--- config.mk ---
export PLATFORM = sky130hd
export DESIGN_NAME = txt_console
export DESIGN_NICKNAME = d
export VERILOG_FILES = /design/src/rtl/txt_pkg.sv /design/src/rtl/txt_encode.sv /design/src/rtl/txt_console.sv
export SDC_FILE = /design/constraint.sdc
export NUM_CORES = 1
export LEC_CHECK = 0
export CAP_MARGIN = 20
export CORE_ASPECT_RATIO = 2
export CORE_MARGIN = 2
export CORE_UTILIZATION = 41
export DETAILED_ROUTE_END_ITERATION = 6
export GPL_ROUTABILITY_DRIVEN = 0
export PLACE_DENSITY = 0.65
export SYNTH_ARGS = -nofsm -noshare
export SYNTH_HDL_FRONTEND = slang
export SYNTH_SLANG_ARGS = --single-unit
export TNS_END_PERCENT = 1
--- constraint.sdc ---
create_clock -name CLOCK_50 -period 3.93 [get_ports CLOCK_50]
set_input_delay 0.393 -clock CLOCK_50 [delete_from_list [all_inputs] [get_ports CLOCK_50]]
set_output_delay 0.393 -clock CLOCK_50 [all_outputs]
set_load 0.05 [all_outputs]
--- src/rtl/txt_pkg.sv ---
// Shared constants, control-byte codes and type definitions for the text console writer.
package txt_pkg;

    localparam int unsigned COLS  = 40;
    localparam int unsigned ROWS  = 24;
    localparam int unsigned CELLS = COLS * ROWS;
    localparam logic [7:0]  BLANK = 8'hA0;

    localparam logic [7:0] CH_BS = 8'h08;
    localparam logic [7:0] CH_FF = 8'h0C;
    localparam logic [7:0] CH_CR = 8'h0D;
    localparam logic [7:0] CH_SO = 8'h0E;
    localparam logic [7:0] CH_SI = 8'h0F;

    typedef enum logic [1:0] {
        CLEAR,
        IDLE,
        SCROLL_COPY,
        SCROLL_FILL
    } state_e;

    typedef enum logic [2:0] {
        CLS_NONE,
        CLS_PRINT,
        CLS_BS,
        CLS_CR,
        CLS_FF,
        CLS_SO,
        CLS_SI
    } char_cls_e;

endpackage

--- src/rtl/txt_encode.sv ---
// Combinational ASCII classifier and screen-code encoder for the text console.
module txt_encode
    import txt_pkg::*;
(
    input  logic [7:0] ascii,
    input  logic       inverse,
    output logic [7:0] code,
    output char_cls_e  cls
);

    logic [6:0] folded;

    always_comb begin
        // 0x60..0x7F fold onto upper case
        folded = ascii[6:0] - ((ascii[6:5] == 2'b11) ? 7'h20 : 7'h00);
        code   = inverse ? {2'b00, folded[5:0]} : {1'b1, folded};
        cls    = CLS_NONE;
        if (!ascii[7] && (ascii[6:5] != 2'b00)) begin
            cls = CLS_PRINT;
        end else begin
            unique case (ascii)
                CH_BS:   cls = CLS_BS;
                CH_CR:   cls = CLS_CR;
                CH_FF:   cls = CLS_FF;
                CH_SO:   cls = CLS_SO;
                CH_SI:   cls = CLS_SI;
                default: cls = CLS_NONE;
            endcase
        end
    end

endmodule

--- src/rtl/txt_console.sv ---
// Byte-stream text console writer: cursor, newline, backspace, clear and hardware scroll.
// Optional inverse-video mode via SO/SI is enabled by defining TXT_CONSOLE_INVERSE_EN.
module txt_console #(
    parameter int unsigned COLS  = txt_pkg::COLS,
    parameter int unsigned ROWS  = txt_pkg::ROWS,
    parameter int unsigned ADR_W = 10,
    parameter logic [7:0]  BLANK = txt_pkg::BLANK
) (
    input  logic             CLOCK_50,
    input  logic             reset,
    input  logic             char_valid,
    input  logic [7:0]       char_data,
    output logic             char_ready,
    output logic             wr_en,
    output logic [ADR_W-1:0] wr_adr,
    output logic [7:0]       wr_data,
    output logic [ADR_W-1:0] rd_adr,
    input  logic [7:0]       rd_data,
    output logic [5:0]       cursor_col,
    output logic [4:0]       cursor_row,
    output logic             busy
);
    import txt_pkg::*;

    localparam logic [ADR_W-1:0] LAST_ADR = ADR_W'(COLS * ROWS - 1);
    localparam logic [ADR_W-1:0] FILL_ADR = ADR_W'(COLS * ROWS - COLS);
    localparam logic [ADR_W-1:0] COLS_ADR = ADR_W'(COLS);
    localparam logic [5:0]       LAST_COL = 6'(COLS - 1);
    localparam logic [4:0]       LAST_ROW = 5'(ROWS - 1);

    state_e           state_q, state_d;
    logic [ADR_W-1:0] cnt_q, cnt_d;
    logic [ADR_W-1:0] rd_adr_q, rd_adr_d;
    logic [ADR_W-1:0] prev_q, prev_d;
    logic             prev_v_q, prev_v_d;
    logic             wr_en_q, wr_en_d;
    logic [ADR_W-1:0] wr_adr_q, wr_adr_d;
    logic [7:0]       wr_data_q, wr_data_d;
    logic             ready_q, ready_d;
    logic             busy_q, busy_d;
    logic [5:0]       col_q, col_d;
    logic [4:0]       row_q, row_d;
    logic             go_scroll;

`ifdef TXT_CONSOLE_INVERSE_EN
    logic inv_q, inv_d;
`else
    logic inv_q;
    assign inv_q = 1'b0;
`endif

    logic [7:0]       code;
    char_cls_e        cls;
    logic [ADR_W-1:0] cur_adr;

    assign cur_adr = ADR_W'(row_q) * COLS_ADR + ADR_W'(col_q);

    txt_encode u_encode (
        .ascii   (char_data),
        .inverse (inv_q),
        .code    (code),
        .cls     (cls)
    );

    always_comb begin
        state_d   = state_q;
        cnt_d     = cnt_q;
        rd_adr_d  = rd_adr_q;
        prev_d    = prev_q;
        prev_v_d  = prev_v_q;
        wr_en_d   = 1'b0;
        wr_adr_d  = wr_adr_q;
        wr_data_d = wr_data_q;
        ready_d   = ready_q;
        busy_d    = busy_q;
        col_d     = col_q;
        row_d     = row_q;
        go_scroll = 1'b0;
`ifdef TXT_CONSOLE_INVERSE_EN
        inv_d     = inv_q;
`endif
        unique case (state_q)
            CLEAR: begin
                wr_en_d   = 1'b1;
                wr_adr_d  = cnt_q;
                wr_data_d = BLANK;
                cnt_d     = cnt_q + 1'b1;
`ifdef TXT_CONSOLE_INVERSE_EN
                inv_d     = 1'b0;
`endif
                if (cnt_q == LAST_ADR) begin
                    state_d = IDLE;
                    ready_d = 1'b1;
                    busy_d  = 1'b0;
                    col_d   = '0;
                    row_d   = '0;
                end
            end
            IDLE: begin
                if (char_valid && ready_q) begin
                    unique case (cls)
                        CLS_PRINT: begin
                            wr_en_d   = 1'b1;
                            wr_adr_d  = cur_adr;
                            wr_data_d = code;
                            if (col_q == LAST_COL) begin
                                col_d = '0;
                                if (row_q == LAST_ROW) go_scroll = 1'b1;
                                else row_d = row_q + 5'd1;
                            end else begin
                                col_d = col_q + 6'd1;
                            end
                        end
                        CLS_CR: begin
                            col_d = '0;
                            if (row_q == LAST_ROW) go_scroll = 1'b1;
                            else row_d = row_q + 5'd1;
                        end
                        CLS_BS: begin
                            // Both cases land on the cell just before the cursor.
                            if (col_q != 6'd0 || row_q != 5'd0) begin
                                wr_en_d   = 1'b1;
                                wr_adr_d  = cur_adr - 1'b1;
                                wr_data_d = BLANK;
                                if (col_q != 6'd0) begin
                                    col_d = col_q - 6'd1;
                                end else begin
                                    col_d = LAST_COL;
                                    row_d = row_q - 5'd1;
                                end
                            end
                        end
                        CLS_FF: begin
                            state_d = CLEAR;
                            cnt_d   = '0;
                            ready_d = 1'b0;
                            busy_d  = 1'b1;
                            col_d   = '0;
                            row_d   = '0;
                        end
`ifdef TXT_CONSOLE_INVERSE_EN
                        CLS_SO: inv_d = 1'b1;
                        CLS_SI: inv_d = 1'b0;
`endif
                        default: ;
                    endcase
                end
                if (go_scroll) begin
                    state_d  = SCROLL_COPY;
                    rd_adr_d = COLS_ADR;
                    prev_v_d = 1'b0;
                    ready_d  = 1'b0;
                    busy_d   = 1'b1;
                end
            end
            SCROLL_COPY: begin
                // Read runs one cycle ahead of the write it feeds.
                rd_adr_d = (rd_adr_q == LAST_ADR) ? rd_adr_q : rd_adr_q + 1'b1;
                prev_d   = rd_adr_q;
                prev_v_d = 1'b1;
                if (prev_v_q) begin
                    wr_en_d   = 1'b1;
                    wr_adr_d  = prev_q - COLS_ADR;
                    wr_data_d = rd_data;
                    if (prev_q == LAST_ADR) begin
                        state_d  = SCROLL_FILL;
                        cnt_d    = FILL_ADR;
                        prev_v_d = 1'b0;
                    end
                end
            end
            SCROLL_FILL: begin
                wr_en_d   = 1'b1;
                wr_adr_d  = cnt_q;
                wr_data_d = BLANK;
                cnt_d     = cnt_q + 1'b1;
                if (cnt_q == LAST_ADR) begin
                    state_d = IDLE;
                    ready_d = 1'b1;
                    busy_d  = 1'b0;
                end
            end
            default: state_d = CLEAR;
        endcase
    end

    always_ff @(posedge CLOCK_50 or negedge reset) begin
        if (!reset) begin
            state_q   <= CLEAR;
            cnt_q     <= '0;
            rd_adr_q  <= '0;
            prev_q    <= '0;
            prev_v_q  <= 1'b0;
            wr_en_q   <= 1'b0;
            wr_adr_q  <= '0;
            wr_data_q <= '0;
            ready_q   <= 1'b0;
            busy_q    <= 1'b1;
            col_q     <= '0;
            row_q     <= '0;
`ifdef TXT_CONSOLE_INVERSE_EN
            inv_q     <= 1'b0;
`endif
        end else begin
            state_q   <= state_d;
            cnt_q     <= cnt_d;
            rd_adr_q  <= rd_adr_d;
            prev_q    <= prev_d;
            prev_v_q  <= prev_v_d;
            wr_en_q   <= wr_en_d;
            wr_adr_q  <= wr_adr_d;
            wr_data_q <= wr_data_d;
            ready_q   <= ready_d;
            busy_q    <= busy_d;
            col_q     <= col_d;
            row_q     <= row_d;
`ifdef TXT_CONSOLE_INVERSE_EN
            inv_q     <= inv_d;
`endif
        end
    end

    assign char_ready = ready_q;
    assign wr_en      = wr_en_q;
    assign wr_adr     = wr_adr_q;
    assign wr_data    = wr_data_q;
    assign rd_adr     = rd_adr_q;
    assign busy       = busy_q;
    assign cursor_col = col_q;
    assign cursor_row = row_q;

endmodule

==> run metrics <==
Switching Power 1.99 mW; post-CTS sizing 0; IO Count 61; first-pass GRT wire length 22,300 um; f_max 334 MHz; CTS HTree Levels 3; Comb power frac 56.3%; Gate Count Post-Synth 521; sequential share of power 26.0%; DIE WIDTH 78.1 um; Seq cells post-synth 65; vias in the first global route 4,379; EDFF count, synth 0; Tcrit/Tclk final 76.1%; critical path class in2reg; most used cell, CP or3_1; Layout Nets 615; Port Buf Inserts 60; post-DP HPWL 10,600 um; Pwr Density 742 nW/um^2; total grt overflow 0; share of layout cells above drive strength 1 8.49%; fraction of registers with async set/reset 100%; Core Area 10,800 um^2; slowest CP cell or3_1; RSZ-0062 raised after global routing no; Net Count, Synth 564; Worst Path Buf+Inv 3; max-cap violations 0; Pint 2.08 mW; cts hold-fix bufs 0; Top FF cell, synth dfrtp_1; Final Power 4.07 mW; DRC errors left 0; top cell type's share of synthesized area 35.6%; Clk network pwr share 17.6%; Sw Share 48.8%; Post-Route WL 13,900 um; hold violation total from the final report 0; most common cell in the netlist dfrtp_1; Peak VDD IR 0.554 mV; largest net degree at the start of global routing 41; Initial Utilization 41.7%; full die area 11,900 um^2; Clock Tree Buf Depth 2; CTS sink cnt 65; Synth Warn # 0; worst skew pair latency 0.33 ns; Crit. End Element flip-flop; via count 4,338; n_diodes 0; Distinct cells, synth 65; Avg Cell Area, Syn 8.65 um^2; WHS 0.224 ns; min Tclk post-route 2.99 ns; number of CTS-inserted buffers 9; mapped cell area 4500 um^2; number of fill cells 1,046; initial antenna violation count 0; initial DRC count 311; crit path max fanout 18; Layout area overhead 21.7%; delay-heaviest family, CP simple AND/OR/NAND/NOR gates; CP peak stage delay 0.55 ns; register area share after synthesis 36.1%; Final Max Slew Viols 0; Global Route Usage Sum 23.9%; total negative slack 0 ns; DIE HEIGHT 152 um; top cells by count, synth 64 x dfrtp_1, 50 x nor2_1, 44 x nand2_1; remaining antenna violation count after routing 0; critical path startpoint category input port; CTS tree done; actual slew at the worst max-slew pin 0.995 ns; crit path DAT 3.20 ns; Leak 2.34 nW; HP Class in2async; worst path cell trace clkdlybuf4s50_1 > or3_1 > or3_1 > inv_1 > buf_4 > a221o_1 > a21o_1 > or2_4 > o31ai_1; TritonRoute pass-1 iters 7; Max-Slew Margin vs Limit 33.2%; dominant cells by area after synthesis dfrtp_1 36%, ha_1 5.8%, o21ai_0 4.7%, nor2_1 4.2%, a21oi_1 3.8%; clk_skew 0.00541 ns; status finished, final reports clean; cell row count 54; Vias/cell 6.05; endpoints failing setup 0; WL per Instance 19.4 um; Clk pin slew, worst setup/hold paths 0.06 ns; CTS root buf clkbuf_16; Post-CTS Setup Inserts 0; Req. time, crit path 4.14 ns; area leader, netlist dfrtp_1
[layout by cell type, fill, tap and decap left out, types with 12 or more instances in the layout]
cell,n
buf_4,12
nor2_1,50
o21ai_0,42
a21oi_1,34
clkdlybuf4s50_1,59
nand3_1,17
dfrtp_1,64
nand2_1,44
inv_1,16
nor3_1,14
ha_1,21
xnor2_1,12
[flip-flops by register name (all words and copies together), names as in the netlist, 2 cells and up]
name / cells
cursor_row: 5
rd_adr: 10
wr_adr: 10
cursor_col: 6
prev_q: 10
state_q: 2
cnt_q: 10
wr_data: 8
[final timing paths]
path | startpoint | endpoint | slack (ns) | cells after the start
min in group CLOCK_50 | wr_adr[8]$_DFFE_PN0P_ | wr_adr[8]$_DFFE_PN0P_ | 0.51 | 1
max | char_data[6] | cursor_row[3]$_DFFE_PN0P_ | 0.94 | 9
min | reset | rd_adr[5]$_DFFE_PN0P_ | 0.22 | 1
min reg2reg | wr_adr[8]$_DFFE_PN0P_ | wr_adr[8]$_DFFE_PN0P_ | 0.51 | 1
max reg2reg | cursor_col[0]$_DFFE_PN0P_ | cursor_row[3]$_DFFE_PN0P_ | 1.04 | 8
max in group asynchronous | reset | wr_adr[5]$_DFFE_PN0P_ | 2.80 | 2
[cell type report]
| cell class | count | area [um^2] | share of cell area (%) |
|---|---|---|---|
| Multi-Input combinational cell | 408 | 2670 | 48.7 |
| Sequential cell | 65 | 1630 | 29.7 |
| Clock inverter | 7 | 37.5 | 0.685 |
| Timing Repair Buffer | 72 | 686 | 12.5 |
| Clock buffer | 9 | 225 | 4.11 |
| Inverter | 16 | 60.1 | 1.10 |
| Tap cell | 140 | 175 | 3.20 |
[layer usage]
layer  track usage, %  share of wire [%]  vias to the layer above
met3             3.20                2.6                       47
met1             24.2                 36                     2126
li1                 -                  -                     2021
met2             43.8                 55                      144
met5                0                  0                        -
met4             16.4                6.4                        0
[power by group through the flow]
stage                     combinational [mW]  sequential (mW)  clock [mW]
after CTS                               2.30             1.05       0.729
after global placement                  2.26             1.06           0
after detailed placement                2.29             1.07           0
final                                   2.29             1.06       0.717
after floorplan                         1.17             1.49           0
after global routing                    2.47             1.08       0.755
[through the flow]
step / setup slack [ns] / cell area [um^2] / utilization, % / instances
3_5_place_dp: 0.614 / 5220 / 48.3 / 701
6_report: 0.940 / 5480 / 50.7 / 717
4_1_cts: 0.952 / 5480 / 50.7 / 717
5_1_grt: 0.742 / 5480 / 50.7 / 717
3_3_place_gp: 0.680 / 5220 / 48.3 / 701
2_1_floorplan: 1.02 / 4500 / - / 521
[cells by family (layout without fill, tap and decap cells)]
logic type / after synthesis / in the layout / share of synthesized area (%)
AO/OA/AOI/OAI: 164 / 164 / 24.2
XOR/XNOR: 21 / 21 / 4.08
adder cells (fa/ha/maj): 24 / 24 / 7.17
buffers and inverters: 48 / 104 / 4.58
flip-flops: 65 / 65 / 36.1
multiplexers: 13 / 13 / 3.11
AND/OR/NAND/NOR: 186 / 186 / 20.7
(Power assumes the default switching activity.)
==> patch, RTL diff (config.mk and constraints unchanged) <==
`ADR_W`: 10 -> 14.
--- a/src/rtl/txt_console.sv
+++ b/src/rtl/txt_console.sv
@@ -4,5 +4,5 @@
     parameter int unsigned COLS  = txt_pkg::COLS,
     parameter int unsigned ROWS  = txt_pkg::ROWS,
-    parameter int unsigned ADR_W = 10,
+    parameter int unsigned ADR_W = 14,
     parameter logic [7:0]  BLANK = txt_pkg::BLANK
 ) (
Ports: changed (resized rd_adr and wr_adr); port bits go from 61 to 69. The function was not compared with the original's and may differ.
==> patch against the unedited design <==
- worst setup slack got worse by 0.38 ns
- sequential share of layout area up 1.7 points
- synthesized area grew 16%
- first-iteration DRC count down 3.2%
- design area is 18% higher
- wire length is 14% higher
- sequential cell count grew 16
- highest routed layer unchanged
Power is not compared: it rests on default switching activity, and its combinational part moved more than twofold at a synthesized area within 25%.
==> patch: results <==
synth:
  seq_area_frac_synth_pct: 38.7
  synthArstFlopShare_pct: 100
  synth.distinct_cells: 60
  synth_compound_area_share_pct: 19.6
  synthFlopType: "dfrtp_1"
  syn-num-nets: 656
  synth_area_leaders: "dfrtp_1 38%, o21ai_0 5.3%, ha_1 5.0%"
  synthAdderAreaFrac_pct: 6.16
  yosys-top-cells-count: "80 x dfrtp_1, 66 x nand2_1, 63 x nor2_1"
  synthXorXnorAreaFrac_pct: 6.02
  netlist_instances: 613
  synthMuxAreaShare_pct: 3.72
final_layout:
  antenna_cells: 0
  stdcell_count: 835
  nets: 723
  fillers: 1198
  drive_gt1_share_pct: 7.88
worst_setup_path:
  worst-path-max-fanout: 9
  max_stage_delay_ns: 0.50
  crit_end: "wr_adr[9]"
  critPathLaunchType: "flop"
  crit_path_top_delay_cell: "dfrtp_1"
  reg2regPathDepth: 9
  rrSetupSlack_ns: 0.56
  arrival_ns: 3.56
  r2r_start: "cursor_col[3]"
place:
  numPortBuffers: 68
  preCtsSetupSlack_ns: 0.521
  dpl_cell_area_sq_mm: 0.00614
  dp_hpwl_um: 11700
  dp_cells: 817
cts:
  numCtsBuffers: 9
  cts_setup_buffers: 0
  post_cts_resized: 0
  cts_root_buf: "clkbuf_16"
  path_clk_slew_ns: 0.06
global_routing:
  grt_use_met2_pct: 43.8
  use_met1_pct: 25.8
  grt_max_degree: 82
  grt_use_met3_pct: 3.77
  grt_pass1_wl_um: 25600
  grtUsageTotal_pct: 23.5
  grt_pass1_vias: 4941
detailed_routing:
  vias_per_cell: 6.00
  drt_iter0_markers: 301
  wl_um: 15900
  top_layer: "met4"
  met3_length_um: 660
  wl_met2_um: 8640
  wl_met1_um: 5910
outcome:
  outcome: "complete, no violations"
sta:
  skew_ns: 0.00887
  max_clock_freq_mhz: 297
  max_slew.worst_pin.slew_ns: 0.821
hold_path:
  min_path_type: "in2async"
power:
  power_density_mw_per_mm2: 264
## patch: cell count changes in the layout (fill, tap and decap cells not counted), moves of 8 or more
cell             unedited run  this run
a21oi_1                    34        45
nor2_1                     50        63
o21ai_0                    42        55
clkdlybuf4s50_1            59        67
nand2_1                    44        66
xnor2_1                    12        25
nor3_1                     14        24
dfrtp_1                    64        80
## patch: worst min path at each step
stage,start,endpoint,slack [ns],depth (start not counted)
floorplan,reset,char_ready,0.1,0
global placement,state_q[1],state_q[1],0.49,2
detailed placement,wr_adr[10],wr_adr[10],0.49,1
CTS,reset,wr_data[6],0.28,1
global route,reset,wr_data[6],0.52,2
finish,reset,wr_data[6],0.49,2
## patch: where the power goes
part | total (uW) | internal, uW | switching, uW
sequential | 834 | 834 | 0
clock | 815 | 466 | 349
combinational | 58.3 | 23.7 | 34.6
## patch: final cells by class
cell class	instances	share of cell area, %
multi-input combinational	484	47.2
inverter	16	0.930
clock buffer	13	4.03
sequential	81	31.4
clock inverter	3	0.368
timing repair buffer	88	13.2
tap	150	2.91
